--- src/rtl/atm_pkg.sv ---
// Shared definitions for the ATM keypad controller.
//   AMT_W      : width of the binary request amount
//   KEY_ENTER  : key code for ENTER
//   KEY_CANCEL : key code for CANCEL
//   state_e    : controller FSM states
//   is_digit   : true for key codes 0-9
package atm_pkg;

  localparam int AMT_W = 8;

  localparam logic [3:0] KEY_ENTER  = 4'hA;
  localparam logic [3:0] KEY_CANCEL = 4'hB;

  typedef enum logic [2:0] {
    ST_IDLE,
    ST_PIN,
    ST_CHECK,
    ST_AMOUNT,
    ST_ISSUE,
    ST_LOCKED
  } state_e;

  function automatic logic is_digit(input logic [3:0] k);
    return (k <= 4'd9);
  endfunction

endpackage

--- src/rtl/atm_bcd_accum.sv ---
// Saturating decimal amount accumulator.
// Each accepted digit updates value <= value*10 + digit, evaluated at 12 bits
// and clamped to 255.
//   clk         : system clock, rising edge
//   rst         : synchronous active-high reset, clears value
//   clear       : synchronous clear of the accumulated value (wins over digit)
//   digit_valid : digit is to be accumulated this cycle
//   digit       : decimal digit 0-9
//   value       : registered accumulated amount
module atm_bcd_accum
  import atm_pkg::*;
(
  input  logic             clk,
  input  logic             rst,
  input  logic             clear,
  input  logic             digit_valid,
  input  logic [3:0]       digit,
  output logic [AMT_W-1:0] value
);

  logic [AMT_W-1:0] value_q;
  logic [11:0]      next_wide;

  // 255*10+9 = 2559 fits in 12 bits, so the widened product never wraps.
  function automatic logic [AMT_W-1:0] sat_amt(input logic [11:0] x);
    if (x > 12'd255) begin
      return {AMT_W{1'b1}};
    end
    return x[AMT_W-1:0];
  endfunction

  assign next_wide = ({4'b0, value_q} * 12'd10) + {8'b0, digit};

  always_ff @(posedge clk) begin
    if (rst) begin
      value_q <= '0;
    end else if (clear) begin
      value_q <= '0;
    end else if (digit_valid) begin
      value_q <= sat_amt(next_wide);
    end
  end

  assign value = value_q;

endmodule

--- src/rtl/atm_keypad_ctrl.sv ---
// ATM keypad session controller: face-gated session, 4-digit PIN entry and
// check with lockout, decimal amount entry, and a valid/ready request to the
// downstream ATM stage.
//   clk        : system clock, rising edge
//   rst        : synchronous active-high reset
//   face       : customer present; a session runs only while high
//   key_valid  : one-cycle strobe qualifying key_code
//   key_code   : 0-9 digit, A ENTER, B CANCEL, C-F ignored
//   req_valid  : request valid towards downstream (registered)
//   req_ready  : downstream accepts the request
//   req_amount : requested amount, binary (registered)
//   pin_error  : one-cycle pulse per wrong PIN (registered)
//   locked     : lockout flag (registered)
//   busy       : high in every state except IDLE (registered)
module atm_keypad_ctrl
  import atm_pkg::*;
#(
  parameter logic [15:0] PIN_CODE    = 16'h1234,
  parameter int          MAX_TRIES   = 3,
  parameter int          TIMEOUT_CYC = 1000
) (
  input  logic             clk,
  input  logic             rst,
  input  logic             face,
  input  logic             key_valid,
  input  logic [3:0]       key_code,
  output logic             req_valid,
  input  logic             req_ready,
  output logic [AMT_W-1:0] req_amount,
  output logic             pin_error,
  output logic             locked,
  output logic             busy
);

  localparam int TMO_W = $clog2(TIMEOUT_CYC + 1);
  localparam int TRY_W = (MAX_TRIES > 1) ? $clog2(MAX_TRIES + 1) : 1;

  state_e           state_q;
  logic [15:0]      pin_q;
  logic [2:0]       cnt_q;
  logic [TRY_W-1:0] tries_q;
  logic [TMO_W-1:0] tmo_q;
  logic             req_valid_q;
  logic [AMT_W-1:0] req_amount_q;
  logic             pin_error_q;
  logic             locked_q;
  logic             busy_q;

  logic             key_digit;
  logic             key_enter;
  logic             key_cancel;
  logic             tmo_hit;
  logic             pin_match;
  logic             abort;
  logic             amt_clear;
  logic             amt_digit;
  logic [AMT_W-1:0] amt_value;

  assign key_digit  = key_valid && is_digit(key_code);
  assign key_enter  = key_valid && (key_code == KEY_ENTER);
  assign key_cancel = key_valid && (key_code == KEY_CANCEL);

  // The idle counter holds the number of keyless cycles already spent; the
  // current keyless cycle is the TIMEOUT_CYC-th when it reads TIMEOUT_CYC-1.
  assign tmo_hit   = !key_valid && (tmo_q == TMO_W'(TIMEOUT_CYC - 1));
  // A short entry never matches even if the shifted bits happen to agree.
  assign pin_match = (cnt_q == 3'd4) && (pin_q == PIN_CODE);
  // Face drop is checked first so it wins over a coincident key.
  assign abort     = !face || key_cancel || tmo_hit;

  // The accumulator only lives while in AMOUNT; any other state empties it,
  // so every exit from AMOUNT leaves it cleared for the next session.
  assign amt_clear = (state_q != ST_AMOUNT);
  assign amt_digit = (state_q == ST_AMOUNT) && face && key_digit;

  atm_bcd_accum u_accum (
    .clk         (clk),
    .rst         (rst),
    .clear       (amt_clear),
    .digit_valid (amt_digit),
    .digit       (key_code),
    .value       (amt_value)
  );

  always_ff @(posedge clk) begin
    if (rst) begin
      state_q      <= ST_IDLE;
      pin_q        <= '0;
      cnt_q        <= '0;
      tries_q      <= '0;
      tmo_q        <= '0;
      req_valid_q  <= 1'b0;
      req_amount_q <= '0;
      pin_error_q  <= 1'b0;
      locked_q     <= 1'b0;
      busy_q       <= 1'b0;
    end else begin
      pin_error_q <= 1'b0;
      case (state_q)
        ST_IDLE: begin
          if (face) begin
            state_q <= ST_PIN;
            busy_q  <= 1'b1;
            pin_q   <= '0;
            cnt_q   <= '0;
            tries_q <= '0;
            tmo_q   <= '0;
          end
        end

        ST_PIN: begin
          if (abort) begin
            state_q <= ST_IDLE;
            busy_q  <= 1'b0;
            pin_q   <= '0;
            cnt_q   <= '0;
            tmo_q   <= '0;
          end else begin
            tmo_q <= key_valid ? '0 : tmo_q + TMO_W'(1);
            if (key_digit && (cnt_q != 3'd4)) begin
              pin_q <= {pin_q[11:0], key_code};
              cnt_q <= cnt_q + 3'd1;
            end
            if (key_enter) begin
              state_q <= ST_CHECK;
            end
          end
        end

        ST_CHECK: begin
          tmo_q <= '0;
          if (pin_match) begin
            tries_q <= '0;
            state_q <= ST_AMOUNT;
          end else begin
            pin_error_q <= 1'b1;
            pin_q       <= '0;
            cnt_q       <= '0;
            if (tries_q == TRY_W'(MAX_TRIES - 1)) begin
              state_q  <= ST_LOCKED;
              locked_q <= 1'b1;
            end else begin
              tries_q <= tries_q + TRY_W'(1);
              state_q <= ST_PIN;
            end
          end
        end

        ST_AMOUNT: begin
          if (abort) begin
            state_q <= ST_IDLE;
            busy_q  <= 1'b0;
            tmo_q   <= '0;
          end else begin
            tmo_q <= key_valid ? '0 : tmo_q + TMO_W'(1);
            if (key_enter && (amt_value != '0)) begin
              state_q      <= ST_ISSUE;
              req_valid_q  <= 1'b1;
              req_amount_q <= amt_value;
            end
          end
        end

        ST_ISSUE: begin
          // Keys, face and timeout are deliberately ignored: once offered,
          // the request stays until the downstream stage takes it.
          if (req_ready) begin
            state_q      <= ST_IDLE;
            busy_q       <= 1'b0;
            req_valid_q  <= 1'b0;
            req_amount_q <= '0;
          end
        end

        ST_LOCKED: begin
          locked_q <= 1'b1;
        end

        default: begin
          state_q <= ST_IDLE;
          busy_q  <= 1'b0;
        end
      endcase
    end
  end

  assign req_valid  = req_valid_q;
  assign req_amount = req_amount_q;
  assign pin_error  = pin_error_q;
  assign locked     = locked_q;
  assign busy       = busy_q;

endmodule

--- config.mk ---
export PLATFORM = sky130hd
export DESIGN_NAME = atm_keypad_ctrl
export DESIGN_NICKNAME = d
export VERILOG_FILES = /design/src/rtl/atm_pkg.sv /design/src/rtl/atm_bcd_accum.sv /design/src/rtl/atm_keypad_ctrl.sv
export SDC_FILE = /design/constraint.sdc
export NUM_CORES = 1
export LEC_CHECK = 0
export CAP_MARGIN = 20
export CORE_ASPECT_RATIO = 2
export CORE_MARGIN = 4
export CORE_UTILIZATION = 61
export CTS_BUF_LIST = sky130_fd_sc_hd__clkbuf_2 sky130_fd_sc_hd__clkbuf_4 sky130_fd_sc_hd__clkbuf_8
export DETAILED_ROUTE_END_ITERATION = 16
export PLACE_DENSITY = 0.9
export SETUP_SLACK_MARGIN = 0.5
export SYNTH_ARGS = -nofsm -noshare
export SYNTH_HDL_FRONTEND = slang
export SYNTH_SLANG_ARGS = --single-unit
--- constraint.sdc ---
create_clock -name clk -period 3.67 [get_ports clk]
set_input_delay 0.5505 -clock clk [delete_from_list [all_inputs] [get_ports clk]]
set_output_delay 0.5505 -clock clk [all_outputs]
set_load 0.1 [all_outputs]
==> reports/results.tsv <==
stage	metric	value	unit
routing	viasPerCell	6.49	
sta	slew_headroom	33.9	%
global_routing	antenna_found_initial	0	
global_routing	gr-usage-all-layers	23.9	%
sta	drv_slew	0	
place	placed_cell_area	3190	µm²
sta	period_needed	2.94	ns
global_routing	grt_pass1_wl	11900	µm
routing	drcViolationCount	0	
outcome	status	completed	
logic_synthesis	synth_top_family_by_area	simple AND/OR/NAND/NOR gates	
logic_synthesis	ys_async_sr_fraction	0	%
setup_path	critical_path_arrival	3.12	ns
routing	drtPass1Iterations	4	
floorplan	coreArea	4640	µm²
sta	worst_slew_pin_slew	0.989	ns
cts	cts_setup_buffers	0	
cts	clk_pin_slew	0.09	ns
logic_synthesis	syn_area	2970	µm²
logic_synthesis	yosysWarnings	0	
logic_synthesis	syn-num-nets	368	
setup_path	critPathSlowestCell	dfxtp_1	
logic_synthesis	synthMuxAreaShare	3.03	%
sta	setup_viol	0	
routing	wl_per_cell	17.2	µm
setup_path	path_cells	ha_1 -> ha_1 -> fa_1 -> xnor2_1 -> or2_1 -> nor4b_2 -> mux2i_2 -> a31oi_1	
power_and_ir_drop	p_leak	1.33	nW
floorplan	rows	35	
cts	cts_buffers	5	
sta	hold_viol_final	0	
place	portBuffers	20	
worst_hold_path	hp-class	flip-flop to flip-flop	
cts	cts_sinks	54	
place	hpwlAfterDp	5060	µm
setup_path	worst_ep_required_time	3.85	ns
setup_path	max_stage_delay	0.49	ns
sta	period_share	80.1	%
logic_synthesis	ys_seq_area_share	36.4	%
logic_synthesis	syn_avg_cell_area	8.79	µm²
logic_synthesis	syn_inst	338	
setup_path	crit_buf_inv	0	
routing	vias	2656	
logic_synthesis	synth.distinct_cells	56	
final_layout	drive_above_1_share	7.06	%
cts	h-tree-depth	2	
sta	rsz0062_at_grt	false	
cts	cts_resized	0	
final_layout	area_growth	12.1	%
setup_path	crit_family	adder cells	
sta	setup_tns	0	ns
final_layout	post-route-util	71.8	%
logic_synthesis	synth-compound-area-share	20.4	%
logic_synthesis	synth_edf_count	0	
setup_path	startpoint_type	flip-flop	
logic_synthesis	yosys.area_share.simple	22.4	%
floorplan	die_y	107	µm
flow_run	maxCapViolations	0	
final_layout	n_antenna_cell	0	
sta	fin_skew	0.00976	ns
cts	clock_path_buffers	2	
power_and_ir_drop	peakVddDrop	0.348	mV
logic_synthesis	synth_adder_area_share	9.35	%
place	globalplace.congestion	0.869	
logic_synthesis	synth-seq-cells	54	
global_routing	grt_max_degree	38	
sta	fmax	340	MHz
cts	clock_latency	0.31	ns
global_routing	overflow	0	
routing	drtAntennaViolNets	0	
place	place_ws	0.621	ns
sta	whs	0.477	ns
sta	layout_setup_ws	0.731	ns
global_routing	grt_pass1_vias	2625	
power_and_ir_drop	power.density	372	nW/µm²
setup_path	endpoint_kind	flip-flop	
routing	drt_iter0_markers	168	
cts	cts_tree	built	
final_layout	final_nets	383	
floorplan	io_pins	21	
floorplan	start_util	64.0	%
setup_path	critical_path_class	flip-flop to flip-flop	
setup_path	crit_path_frequent_cell	ha_1	
floorplan	die_x	57.4	µm
floorplan	dieArea	6120	µm²
cts	ctsHoldBuffers	0	
routing	wl	7050	µm
logic_synthesis	synthXorXnorAreaFrac	4.42	%
final_layout	fillCellCount	371	
logic_synthesis	synth_ff_type	dfxtp_1	
final_layout	fin_area	3330	µm²
setup_path	critical_path.max_fanout	8	
cts	cts-root-buf	clkbuf_8	
[cells in the mapped netlist (all sizes together) (2+ instances only)]
cell	count	share of area, %
a21o	3	0.76
xor2	6	1.8
nand2b	3	0.63
or3	3	0.63
dfxtp	54	36
and3	4	0.84
fa	2	1.3
o21ai	15	2.5
nand2	34	4.4
inv	8	1.0
mux2i	9	3.0
nor4	6	1.8
a21oi	32	5.4
and4	2	0.59
buf	9	2.1
nor2	30	4.0
nand4	2	0.42
or2	2	0.42
nor4bb	2	0.67
nand3	9	1.5
ha	19	8.0
a211o	2	0.59
a31oi	9	1.9
clkbuf	7	0.88
nand3b	3	0.76
o31ai	19	4.8
nor3	7	1.2
nor4b	4	1.9
xnor2	9	2.7
nor2b	9	1.9
[layout make-up]
type	count	area, µm²	share of cell area (%)
clock buffers	6	82.6	2.48
clock inverters	2	60.1	1.80
inverters	8	30.0	0.901
multi-input cells	260	1780	53.4
flip-flops and latches	54	1080	32.4
well taps	55	68.8	2.07
repair buffers	24	230	6.91
[cell usage in the layout (no fill, tap or decap), types with 3 or more instances in the layout]
cell,synthesis,routed
xnor2_1,9,9
dfxtp_1,54,54
or3_1,3,3
clkdlybuf4s50_1,0,20
buf_4,3,4
nor3_1,7,6
a21o_1,3,3
and3_1,4,4
mux2i_1,9,8
a21oi_1,32,32
nand3_1,9,9
o21ai_0,14,14
nor2b_1,9,9
inv_1,7,7
a31oi_1,9,9
nor4_1,5,5
ha_1,19,19
clkbuf_8,0,6
nor2_1,28,28
nand2b_1,3,3
nand3b_1,3,3
nand2_1,33,33
xor2_1,6,6
o31ai_1,19,19
[logic make-up (layout without fill, tap and decap cells)]
kind of cell / after synthesis / in the layout
AOI/OAI and AO/OA: 92 / 92
xor gates and xnor gates: 15 / 15
adders and majority gates: 21 / 21
buffers and inverters: 24 / 40
DFF: 54 / 54
muxes: 9 / 9
and+or+nand+nor: 123 / 123
[routing by layer]
layer	share of wire [%]	up-vias	wire, µm	track usage, %
met5	0	-	0	0
met4	4.3	0	304	13.3
met3	3.9	33	275	3.86
met2	55	78	3860	42.7
met1	37	1278	2620	25.6
li1	-	1267	-	-
[worst min-delay path, stage by stage (launching register included)]
cell,delay [ns]
dfxtp_1,0.32
o31ai_1,0.06
a21oi_1,0.06
[final timing paths]
path                          from          endpoint  slack, ns  cells past startpoint
setup reg to reg  u_accum.value[1]  u_accum.value[1]       0.73                      8
hold reg to reg          pin_q[12]         pin_q[12]       0.48                      2
hold / removal           pin_q[12]         pin_q[12]       0.48                      2
setup / recovery  u_accum.value[1]  u_accum.value[1]       0.73                      8
[sequential cells by signal, indices dropped and copies added (netlist names)]
register	count
pin_q	16
req_valid	1
req_amount	8
locked	1
busy	1
tries_q	2
pin_error	1
u_accum.value	8
state_q	3
cnt_q	3
tmo_q	10
[metrics by stage]
step,total power [W],std cells
after global routing,0.00128,409
after CTS,0.00124,409
after global placement,0.000760,401
after detailed placement,0.000764,401
after floorplan,0.000729,338
final,0.00124,409
[where the power goes]
group	internal (W)	total, W	leakage (nW)	switching, W
clock network	0.000291	0.000484	0.0714	0.000193
registers	0.000595	0.000611	0.436	0.0000161
logic	0.0000444	0.000143	0.822	0.0000985
(Power assumes the default switching activity.)
